[src/rtl/sipo_deserializer.sv]
// ---------------------------------------------------------------------------
// sipo_deserializer
//
// Purpose:
//   Receive end of a bit-serial link. Collects one frame of serial bits,
//   reassembles the parallel word and offers it on a valid/ready output
//   through a one-deep buffer. Reception goes on while a word waits in the
//   buffer.
//
// Parameters:
//   WIDTH      data word width in bits (>= 2)
//   LSB_FIRST  1: first received bit lands in out_word[0]
//              0: first received bit lands in out_word[WIDTH-1]
//
// Optional feature (compile-time macro SIPO_PARITY_EN):
//   Defined:   each frame is WIDTH data bits followed by one even-parity bit.
//              The parity bit is checked but not stored. parity_err is loaded
//              together with out_word.
//   Undefined: a frame is WIDTH bits and parity_err is constant 0.
//
// Ports:
//   clk         in   rising-edge clock
//   reset       in   synchronous, active-high reset
//   in_bit      in   serial data bit
//   in_valid    in   in_bit is sampled on this edge
//   out_ready   in   consumer accepts out_word on this edge
//   out_word    out  last completed word (WIDTH bits)
//   out_valid   out  out_word holds an unconsumed word; this is also the
//                    buffer state bit (0 = EMPTY, 1 = FULL)
//   overrun     out  sticky: a completed word was dropped (cleared by reset)
//   bit_cnt     out  bits accepted in the current frame
//   parity_err  out  parity status of out_word
//
// Output handshake: a word moves to the consumer on every rising edge where
// out_valid=1 and out_ready=1. out_valid never depends on out_ready in the
// same cycle, and out_word is stable while out_valid=1 and out_ready=0.
// Every output comes straight from a flop.
// ---------------------------------------------------------------------------
module sipo_deserializer #(
    parameter int WIDTH     = 32,
    parameter bit LSB_FIRST = 1'b1
) (
    input  logic                       clk,
    input  logic                       reset,
    input  logic                       in_bit,
    input  logic                       in_valid,
    input  logic                       out_ready,
    output logic [WIDTH-1:0]           out_word,
    output logic                       out_valid,
    output logic                       overrun,
    output logic [$clog2(WIDTH):0]     bit_cnt,
    output logic                       parity_err
);

    localparam int CW = $clog2(WIDTH) + 1;

`ifdef SIPO_PARITY_EN
    localparam int FRAME_LEN = WIDTH + 1;
`else
    localparam int FRAME_LEN = WIDTH;
`endif

    localparam logic [CW-1:0] LAST_IDX = CW'(FRAME_LEN - 1);
    localparam logic [CW-1:0] CNT_ONE  = CW'(1);

    // Output buffer state. The encoding makes the state bit identical to
    // out_valid, so the state is visible on that port.
    typedef enum logic {
        BUF_EMPTY = 1'b0,
        BUF_FULL  = 1'b1
    } buf_state_e;

    buf_state_e        state_q, state_d;
    logic [WIDTH-1:0]  shreg_q, shreg_d;
    logic [CW-1:0]     cnt_q,   cnt_d;
    logic [WIDTH-1:0]  word_q,  word_d;
    logic              ovr_q,   ovr_d;
    logic              perr_q,  perr_d;

    // Combinational helpers
    logic              frame_done;
    logic              data_phase;
    logic [WIDTH-1:0]  shifted;
    logic [WIDTH-1:0]  done_word;
    logic              done_perr;

    // -----------------------------------------------------------------------
    // Serial side: shift register, bit counter, completed-word forwarding
    // -----------------------------------------------------------------------
    always_comb begin
        frame_done = in_valid && (cnt_q == LAST_IDX);

        if (LSB_FIRST) begin
            shifted = {in_bit, shreg_q[WIDTH-1:1]};
        end else begin
            shifted = {shreg_q[WIDTH-2:0], in_bit};
        end

`ifdef SIPO_PARITY_EN
        // The last bit of a frame is the parity bit: it never enters the
        // shift register, which already holds all WIDTH data bits by then.
        data_phase = (cnt_q != LAST_IDX);
        done_word  = shreg_q;
        // Even parity: XOR over data bits and parity bit must be 0.
        done_perr  = (^shreg_q) ^ in_bit;
`else
        // Every bit is a data bit; the completing bit is forwarded through
        // the shifted value instead of waiting for it to reach shreg_q.
        data_phase = 1'b1;
        done_word  = shifted;
        done_perr  = 1'b0;
`endif
    end

    always_comb begin
        shreg_d = shreg_q;
        cnt_d   = cnt_q;

        if (in_valid) begin
            if (data_phase) begin
                shreg_d = shifted;
            end
            if (frame_done) begin
                cnt_d = '0;
            end else begin
                cnt_d = cnt_q + CNT_ONE;
            end
        end
    end

    // -----------------------------------------------------------------------
    // Output buffer FSM: next state and buffer contents
    // -----------------------------------------------------------------------
    always_comb begin
        state_d = state_q;
        word_d  = word_q;
        ovr_d   = ovr_q;
        perr_d  = perr_q;

        case (state_q)
            BUF_EMPTY: begin
                // out_ready while empty has nothing to consume.
                if (frame_done) begin
                    word_d  = done_word;
                    perr_d  = done_perr;
                    state_d = BUF_FULL;
                end
            end

            BUF_FULL: begin
                if (frame_done) begin
                    if (out_ready) begin
                        // Old word leaves and the new one takes its slot on
                        // the same edge, so nothing is lost.
                        word_d  = done_word;
                        perr_d  = done_perr;
                        state_d = BUF_FULL;
                    end else begin
                        // Buffer still occupied: the new word is dropped and
                        // the held word and its parity status stay intact.
                        ovr_d = 1'b1;
                    end
                end else if (out_ready) begin
                    // word_q is left stale; only out_valid drops.
                    state_d = BUF_EMPTY;
                end
            end

            default: begin
                state_d = BUF_EMPTY;
            end
        endcase
    end

    // -----------------------------------------------------------------------
    // State registers
    // -----------------------------------------------------------------------
    always_ff @(posedge clk) begin
        if (reset) begin
            state_q <= BUF_EMPTY;
            shreg_q <= '0;
            cnt_q   <= '0;
            word_q  <= '0;
            ovr_q   <= 1'b0;
            perr_q  <= 1'b0;
        end else begin
            state_q <= state_d;
            shreg_q <= shreg_d;
            cnt_q   <= cnt_d;
            word_q  <= word_d;
            ovr_q   <= ovr_d;
            perr_q  <= perr_d;
        end
    end

    // -----------------------------------------------------------------------
    // Outputs (all registered)
    // -----------------------------------------------------------------------
    assign out_word   = word_q;
    assign out_valid  = (state_q == BUF_FULL);
    assign overrun    = ovr_q;
    assign bit_cnt    = cnt_q;
    assign parity_err = perr_q;

endmodule

[config.mk]
export PLATFORM = sky130hd
export DESIGN_NAME = sipo_deserializer
export DESIGN_NICKNAME = d
export VERILOG_FILES = /design/src/rtl/sipo_deserializer.sv
export SDC_FILE = /design/constraint.sdc
export NUM_CORES = 1
export LEC_CHECK = 0
export ABC_CLOCK_PERIOD_IN_PS = 1400
export CORE_ASPECT_RATIO = 1.75
export CORE_MARGIN = 2
export CORE_UTILIZATION = 48
export CTS_CLUSTER_DIAMETER = 100
export CTS_CLUSTER_SIZE = 8
export DETAILED_ROUTE_END_ITERATION = 12
export PLACE_DENSITY_LB_ADDON = 0.2
export RECOVER_POWER = 25
export SYNTH_ARGS = -nofsm -noshare
export SYNTH_HDL_FRONTEND = slang
export SYNTH_SLANG_ARGS = --single-unit
[constraint.sdc]
create_clock -name clk -period 1.4 [get_ports clk]
set_input_delay 0.42 -clock clk [delete_from_list [all_inputs] [get_ports clk]]
set_output_delay 0.42 -clock clk [all_outputs]
set_load 0.02 [all_outputs]
# == After elaboration in Yosys (flattened, before gate mapping) ==
# Index checks and enable logic that the tools add are counted.
# totals
ff_bits,73
inputBits,5
wordCells,29
# classes
addsub,1
eq_ne,4
reduce_logical,3
mux,13
n_bitwise,2
# ops
operator,count
$mux 32,3
$pmux 32 s2,1
$add 6x1->6 const B,1
$eq 6x5->1 const B,1
$mux 1,6
$mux 6,1
$reduce_and 3->1,2
$ne 2x2->1 const B,2
$pmux 1 s2,2
$ne 2x1->1 const B,1
$not 1->1,2
$logic_and 1x1->1,1

# == Logic depth before layout (Yosys ltp) ==
# Gate-level depths: netlist (run 1).
# logic_depth
ltp_word,4
depth_mapped,5
mapped_depth_nobuf,4

# == Least setup slack after synthesis (run 1) ==
# No wires, ideal clock.
# synth_path
path_type,flip-flop to flip-flop
startpoint,register cnt_q[0] (netlist: bit_cnt[0])
endpoint,register word_q[10] (netlist: out_word[10])
path_buffers,1
slack_ns,-0.247
stages_incl_launch_ff,6
arrival_ns,1.575
path_cell_list,dfxtp_1 -> ha_1 -> nand4_4 -> nor3_4 -> buf_6 -> mux2i_1
# synth_between
elab_chain_cells,4
elab_cells_between_ends,5
# synth_rtl
element,line_no,text
"start, declared",75,"logic [CW-1:0] cnt_q, cnt_d;"
"start signal, assigned",189,cnt_q <= cnt_d;
$eq 6x5->1 (*),91,frame_done = in_valid && (cnt_q == LAST_IDX);
$logic_and 1x1->1 (*),91,
$ne 2x2->1 (no source line) / $ne 2x1->1 (equally long branches),--,
$reduce_and 3->1 (no source line) (*),--,
"end signal, assigned",190,word_q <= word_d;
"end, declared",76,"logic [WIDTH-1:0] word_q, word_d;"
# Every way passes the cells marked *; elsewhere a longest branch is shown, timed or not.
# A chain may end at the register's enable or synchronous reset.

# == Worst setup path in the final report (run 1) ==
# layout_path
startpoint,register cnt_q[0] (netlist: bit_cnt[0])
endpoint,register word_q[9] (netlist: out_word[9])
# Same word-level chain as after synthesis.

==> impl.org, run 1 <==
** Run status
- The run finished, with violations left.
- The final reports fail on setup timing.

** Layout
- The finished cells cover 3610 µm².
- Antenna diode count :: 0
- In the final layout, the share of cells above drive strength 1 is 0.254.
- Layout Area Growth over Synthesis :: 25.4%
- Once layout is complete, the utilization of the core stands at 0.619.
- At the end of the flow, the number of nets in the layout was 332.
- Final instance count without filler cells :: 409

** Floorplan
- Horizontal die dimension :: 62.6 µm
- Starting density of the core :: 0.494
- The core region is 5830 µm².
- I/O pin cnt :: 46
- Die footprint :: 6660 µm²
- Total number of placement rows :: 37
- Die height :: 106 µm

** Pwr
- The analysis attributes to cell leakage a power of 1.42 nW.
- Net load switching power :: 0.000814 W
- Of the total power, the clock network draws 0.446.
- Of the total power, the share spent switching nets is 0.205.
- Internal Pwr Total :: 0.00316 W
- Power spread over the standard cell area amounts to 1100 nW/µm².
- Of the total power, combinational logic draws 0.041.
- Across the VDD grid, the largest voltage drop is 1050 µV.
- Relative contribution of sequential cells to total power :: 0.512

** Placement
- In this run the tool buffered the top-level ports with 44 buffer cells.
- Area of placed instances :: 3450 µm²
- After detailed placement, the design holds a cell count of 390.
- Pre-CTS setup slack :: -0.274 ns
- Placer congestion estimate :: 0.712
- Placed wire-length estimate after detailed placement :: 3.21 mm

** Timing
- Setup slack after layout :: -0.0439 ns
- Between clock sinks in the finished design, the worst skew comes to 0.00872 ns.
- Setup total negative slack on the finished layout was measured at -0.395 ns.
- Min Tclk post-route :: 1.44 ns
- Setup violations remaining at the end of the flow were counted as 16.
- Top achievable clock speed :: 0.693 GHz
- Final number of hold-violating endpoints :: 0
- Final period utilization :: 1.03
- Setup repair after global routing could not meet its margin everywhere.
- The number of slew-limit violations in the final report came to 0.

** Route
- Total Wirelength :: 4.96 mm
- DRC viols :: 0
- For this block, the initial DRC count from the detailed router was 73.
- Total iterations of the first detailed-routing run :: 4
- Detailed routing inserted a total of 1951 vias.
- Routed wirelength normalized by instance count :: 12.1 µm
- Antenna violation net count after detailed routing :: 0
- DR vias/cell :: 4.77

** CTS
- Clock tree synthesis selected as its root buffer the cell sky130_fd_sc_hd__clkbuf_8.
- Level count of the clock H-tree :: 3
- CTS tree :: built
- Clock transition at the register clock pins on the worst setup and hold paths after CTS :: 0.07 ns
- After clock tree synthesis, the flow added hold-fix buffers numbering 0.
- Worst-Skew Late Latency :: 0.33 ns
- Buffers inserted during clock tree synthesis total 9.
- The tree built by TritonCTS fans out to 71 sinks.
- Buffer levels on the longest clock path :: 2

** Run
- # Max-Cap Violations :: 0

** Worst setup path
- In this run the critical register-to-register path is launched from bit_cnt[0].
- STA classifies the critical path endpoint as a flip-flop.
- The setup check on the worst reg-to-reg path leaves a slack of -0.04 ns.
- STA puts the critical path data required time at 1.66 ns.
- Type of element launching the critical path :: flip-flop
- Highest net fanout along the worst path :: 8
- Counting cells, the worst reg-to-reg path comes to 6.
- For the worst setup path, the data arrival time is 1.71 ns.
- The worst setup path is of the flip-flop to flip-flop kind.
- In this run the critical register-to-register path is captured at out_word[9].

** Yosys
- In this run, synthesis inferred 0 flip-flops with an integrated enable.
- Ys Warns :: 0
- After synthesis, the share of flip-flops with an asynchronous set or reset is 0.
- Post-synth net total :: 281
- Most instantiated flip-flop cell in the synthesis netlist :: sky130_fd_sc_hd__dfxtp_1
- Cell type with the largest total area after synthesis :: sky130_fd_sc_hd__dfxtp_1
- Yosys instantiated no cell more often than sky130_fd_sc_hd__dfxtp_1.
- Leading cell types by count after synthesis :: sky130_fd_sc_hd__dfxtp_1, sky130_fd_sc_hd__nand2b_1, sky130_fd_sc_hd__mux2i_1, sky130_fd_sc_hd__nor2_1, sky130_fd_sc_hd__clkbuf_1
- For this run, the register share of the synthesized area comes to 0.493.
- The mapped netlist covers 2880 µm².
- Top cells by area, synth :: sky130_fd_sc_hd__dfxtp_1, sky130_fd_sc_hd__mux2i_1, sky130_fd_sc_hd__nand2b_1
- After technology mapping, the gate count stands at 275.
- The number of different library cells used by synthesis comes to 25.
- The share of synthesized area in the top cell type comes to 0.493.
- Count of state elements after synthesis :: 71
- Syn avg cell area :: 10.5 µm²

** Hold path
- Worst min-delay path class :: input pin to flip-flop
- Source of the worst hold timing path :: reset
- Counting instances, the worst hold path has a depth of 2.
- Min-Delay Endpoint :: shreg_q[12]

** Global routing
- Number of antenna violations at the first check in global routing :: 0
- The number of global-route vias before repair is 1874.
- Leftover overflow at the end of global routing :: 0
- The first global-routing pass estimated 8.31 mm of wire.
- GRT Resource Usage Total :: 0.158
- Entering global routing, the biggest net connects 60 pins.
-- through the flow --
step | hold WS [ns] | power [W]
6_report | 0.397 | 0.00398
5_1_grt | 0.403 | 0.00415
4_1_cts | 0.370 | 0.00405
3_5_place_dp | 0.461 | 0.00225
3_3_place_gp | 0.458 | 0.00225
2_1_floorplan | 0.451 | 0.00221
-- kinds of logic after synthesis --
group,count (synthesis),share of synthesized area
XOR/XNOR,3,0.00912
AO/OA/AOI/OAI,5,0.0135
flip-flops,71,0.493
other,1,0.00130
adder cells (fa/ha/maj),1,0.00434
AND/OR/NAND/NOR,111,0.219
buffers and inverters,19,0.0374
multiplexers,64,0.222
-- final cells by class --
class,instances,area [µm²]
Tap cell,78,97.6
Fill cell,540,2220
Clock inverter,5,80.1
Timing Repair Buffer,59,492
Multi-Input combinational cell,185,1370
Sequential cell,71,1430
Clock buffer,11,141
-- flip-flops by register name (all words and copies together) (netlist names) --
signal     count
out_word      32
shreg_q       31
bit_cnt        6
overrun        1
out_valid      1
-- metal layers --
layer / up-vias / share of wire / global-route usage
li1: 1006 / - / -
met1: 910 / 0.44 / 0.174
met2: 33 / 0.52 / 0.274
met3: 2 / 0.033 / 0.0444
met4: 0 / 0.0071 / 0.0810
met5: - / 0 / 0
-- power groups by stage --
stage          Sequential [W]  Clock (W)  Combinational, W
5_1_grt               0.00204    0.00194          0.000179
4_1_cts               0.00204    0.00185          0.000166
6_report              0.00204    0.00177          0.000164
3_3_place_gp          0.00208          0          0.000168
3_5_place_dp          0.00208          0          0.000171
2_1_floorplan         0.00209          0          0.000125
-- worst max-delay path by stage --
stage                       from            to  slack [ns]  cells past startpoint
global route          bit_cnt[0]  out_word[11]       -0.12                      6
global placement       out_ready   out_word[5]       -0.24                      5
CTS                 out_word[14]  out_word[14]       0.001                      1
floorplan               in_valid  out_word[10]      -0.002                      5
detailed placement     out_ready  out_word[23]       -0.27                      5
finish                bit_cnt[0]   out_word[9]       -0.04                      6
-- cell usage in the layout, fill, tap and decap left out, types with 3 or more instances in the layout --
| master | instances |
|---|---|
| sky130_fd_sc_hd__nand2b_1 | 66 |
| sky130_fd_sc_hd__dfxtp_1 | 66 |
| sky130_fd_sc_hd__mux2i_1 | 63 |
| sky130_fd_sc_hd__nor2_1 | 35 |
| sky130_fd_sc_hd__buf_2 | 25 |
| sky130_fd_sc_hd__clkdlybuf4s15_2 | 15 |
| sky130_fd_sc_hd__buf_4 | 11 |
| sky130_fd_sc_hd__clkbuf_8 | 10 |
| sky130_fd_sc_hd__xor2_1 | 3 |
| sky130_fd_sc_hd__dfxtp_2 | 3 |
| sky130_fd_sc_hd__buf_12 | 3 |
-- critical path: stages, from the launching register on --
cell and delay [ns]:
sky130_fd_sc_hd__dfxtp_4 0.38, sky130_fd_sc_hd__ha_4 0.14, sky130_fd_sc_hd__nand4_4 0.09, sky130_fd_sc_hd__nor3_4 0.26
sky130_fd_sc_hd__buf_4 0.18, sky130_fd_sc_hd__clkbuf_16 0.16, sky130_fd_sc_hd__mux2i_1 0.17
-- repair_timing --
item / CTS / global route
endpoints found under the setup margin: 40 / 45
hold endpoints to repair: 0 / 0
resized for setup: 126 / 18
setup buffers: 0 / 2
cloned: 0 / 1
Power figures use the tool's default switching activity.
==> run 2, diff against run 1 <==
--- a/config.mk
+++ b/config.mk
@@ -7,12 +7,12 @@
 export LEC_CHECK = 0
 export ABC_CLOCK_PERIOD_IN_PS = 1400
 export CORE_ASPECT_RATIO = 1.75
-export CORE_MARGIN = 2
 export CORE_UTILIZATION = 48
 export CTS_CLUSTER_DIAMETER = 100
 export CTS_CLUSTER_SIZE = 8
 export DETAILED_ROUTE_END_ITERATION = 12
-export PLACE_DENSITY_LB_ADDON = 0.2
+export MAX_ROUTING_LAYER = met4
+export PLACE_DENSITY = 0.76
 export RECOVER_POWER = 25
 export SYNTH_ARGS = -nofsm -noshare
 export SYNTH_HDL_FRONTEND = slang
==> impl.org, run 2 (synthesized netlist as in run 1, its figures left out) <==
** Run status
- The run finished, with violations left.
- Violated checks :: setup timing

** CTS
- After clock tree synthesis, the clock-pin slew on the worst setup and hold paths is 0.08 ns.
- Hold buffer count at CTS :: 0
- Clock net sink count :: 71
- Level count of the clock H-tree :: 3
- Worst-Skew Late Latency :: 0.34 ns
- TritonCTS created 9 clock buffers.
- Clock tree synthesis selected as its root buffer the cell sky130_fd_sc_hd__clkbuf_8.
- CTS tree :: built
- Buffer levels on the longest clock path :: 2

** Layout
- Layout Nets :: 335
- In the final layout, the share of cells above drive strength 1 is 0.263.
- Antenna diode count :: 0
- Most frequent cells in the layout :: sky130_fd_sc_hd__nand2b_1, sky130_fd_sc_hd__dfxtp_1, sky130_fd_sc_hd__mux2i_1, sky130_fd_sc_hd__nor2_1, sky130_fd_sc_hd__buf_2
- Layout Area Growth over Synthesis :: 25.2%
- The finished cells cover 3610 µm².
- Filler cell count in the final layout :: 512
- Max FFs per register :: 32

** Pwr
- Pwr/cell area :: 1120 nW/µm²
- After layout, the design draws a total of 0.00404 W.
- Across the VDD grid, the largest voltage drop is 1000 µV.
- In this run the static leakage power is 1.44 nW.

** Placement
- Area of placed instances :: 3450 µm²
- Port buffering added 44 buffers.
- Placer congestion estimate :: 0.707
- Placed wire-length estimate after detailed placement :: 3.16 mm

** Worst setup path
- For this design, the slowest cell found on the critical path is sky130_fd_sc_hd__dfxtp_4.
- In this run the worst path has a maximum fanout of 8.
- At the worst endpoint, the required time is 1.67 ns.
- The worst setup path is launched from a flip-flop.
- Largest delay share family, worst path :: flip-flops
- Combined buffer and inverter count along the critical path :: 2
- Critical path's most frequent cell :: sky130_fd_sc_hd__buf_6
- The worst setup path is captured at a flip-flop.
- Cell-by-cell trace of the critical path :: ha_4 -> nand4_4 -> nor3_4 -> buf_6 -> buf_6 -> mux2i_1
- For the worst setup path, the data arrival time is 1.67 ns.
- The setup check on the worst reg-to-reg path leaves a slack of -0.005 ns.
- Largest stage delay on the critical path :: 0.38 ns
- The critical path is of the flip-flop to flip-flop type.

** Global routing
- GRT Resource Usage Total :: 0.174
- Number of antenna violations at the first check in global routing :: 0
- Leftover overflow at the end of global routing :: 0
- The number of global-route vias before repair came to 1805.
- Maximum number of pins on one net before global-route repair :: 58
- Met3 capacity usage during global routing :: 0.0498
- Most heavily used metal layer in global routing :: met2
- For this run, global-route usage on met2 was measured as 0.266.
- The first global-routing pass estimated 8.14 mm of wire.
- In the global route stage, met1 resource usage came out at 0.209.

** Route
- Number of design-rule violations left by the first detailed-router iteration :: 66
- Using the TritonRoute via totals, the vias-per-cell ratio works out to 4.82.
- For this run, design rule violations remaining after detail routing come to 0.
- Dividing the detail-routed wire length by the instance count gives 13.0 µm.
- The first TritonRoute pass finished after 4 iterations.
- Summing over every cut layer, the via total after detailed routing is 1984.
- Total Wirelength :: 5.35 mm
- The count of nets left with antenna violations once routing finished came out at 0.

** Floorplan
- The floorplan step set the die width to 60.6 µm.
- Die height :: 104 µm
- Total number of placement rows :: 37
- The region available for standard cell placement spans 5830 µm².
- The die covers 6330 µm².
- I/O pin cnt :: 46
- For this configuration, the core starts out at a cell density of 0.494.

** Timing
- The final number of hold-violating endpoints was 0.
- Setup repair after global routing missed its margin :: true
- Setup violations remaining at the end of the flow were counted as 2.
- Final number of max-transition violations :: 0
- For the final database, setup skew stands at 0.00955 ns.
- Dividing the final minimum period by the clock period gives 1.00.
- After layout, the worst setup slack is -0.00472 ns.
- Min Tclk post-route :: 1.40 ns
- Derived from the worst setup path, the maximum achievable clock frequency is 0.712 GHz.

** Hold path
- The min-delay analysis places its worst path in the category flip-flop to flip-flop.

** Run
- Max-cap violations in this run came to 0.
run 2: timing repair:
item,CTS,global route
setup buffers,0,2
pin swaps,0,1
endpoints found under the setup margin,55,61
resized for setup,112,30
cloned,0,3
run 2: metrics by stage:
| stage | hold slack, ns | util | worst slack, ns | setup TNS, ns | instances |
|---|---|---|---|---|---|
| floorplan | 0.451 | - | -0.00209 | -0.0628 | 275 |
| finish | 0.474 | 0.618 | -0.00472 | -0.00919 | 412 |
| CTS | 0.467 | 0.631 | -0.0356 | -0.172 | 407 |
| global placement | 0.458 | 0.591 | -0.243 | -7.76 | 391 |
| detailed placement | 0.459 | 0.591 | -0.336 | -9.56 | 391 |
| global route | 0.493 | 0.618 | -0.0653 | -1.54 | 412 |
run 2: path summary, 6_finish.rpt:
path / start / to / cells past startpoint
setup / recovery: bit_cnt[0] / out_word[2] / 6
hold / removal: out_word[14] / out_word[14] / 2
setup reg to reg: bit_cnt[0] / out_word[2] / 6
hold reg to reg: out_word[14] / out_word[14] / 2
run 2: layout make-up:
type	instances	area [µm²]	share of cell area
flip-flops and latches	71	1430	0.397
clock inverters	6	92.6	0.0257
repair buffers	62	477	0.132
well taps	78	97.6	0.0271
multi-input cells	185	1370	0.380
clock buffers	10	138	0.0382
run 2: metal layers:
metal | up-vias | share of wire
met3 | 4 | 0.037
met4 | 0 | 0.015
li1 | 1000 | -
met5 | - | 0
met1 | 937 | 0.43
met2 | 43 | 0.51
run 2: tightest hold or removal path: cells and delay by family (launching register included):
kind,cells,cell delay (ns)
flops,1,0.31
mux,1,0.06
simple gates,1,0.06
run 2: report_power, final:
group	leakage (nW)	internal (W)	switching (W)
combinational	0.752	0.0000809	0.0000841
clock	0.109	0.00106	0.000776
sequential	0.575	0.00203	0.0000101
total	1.44	0.00317	0.000871
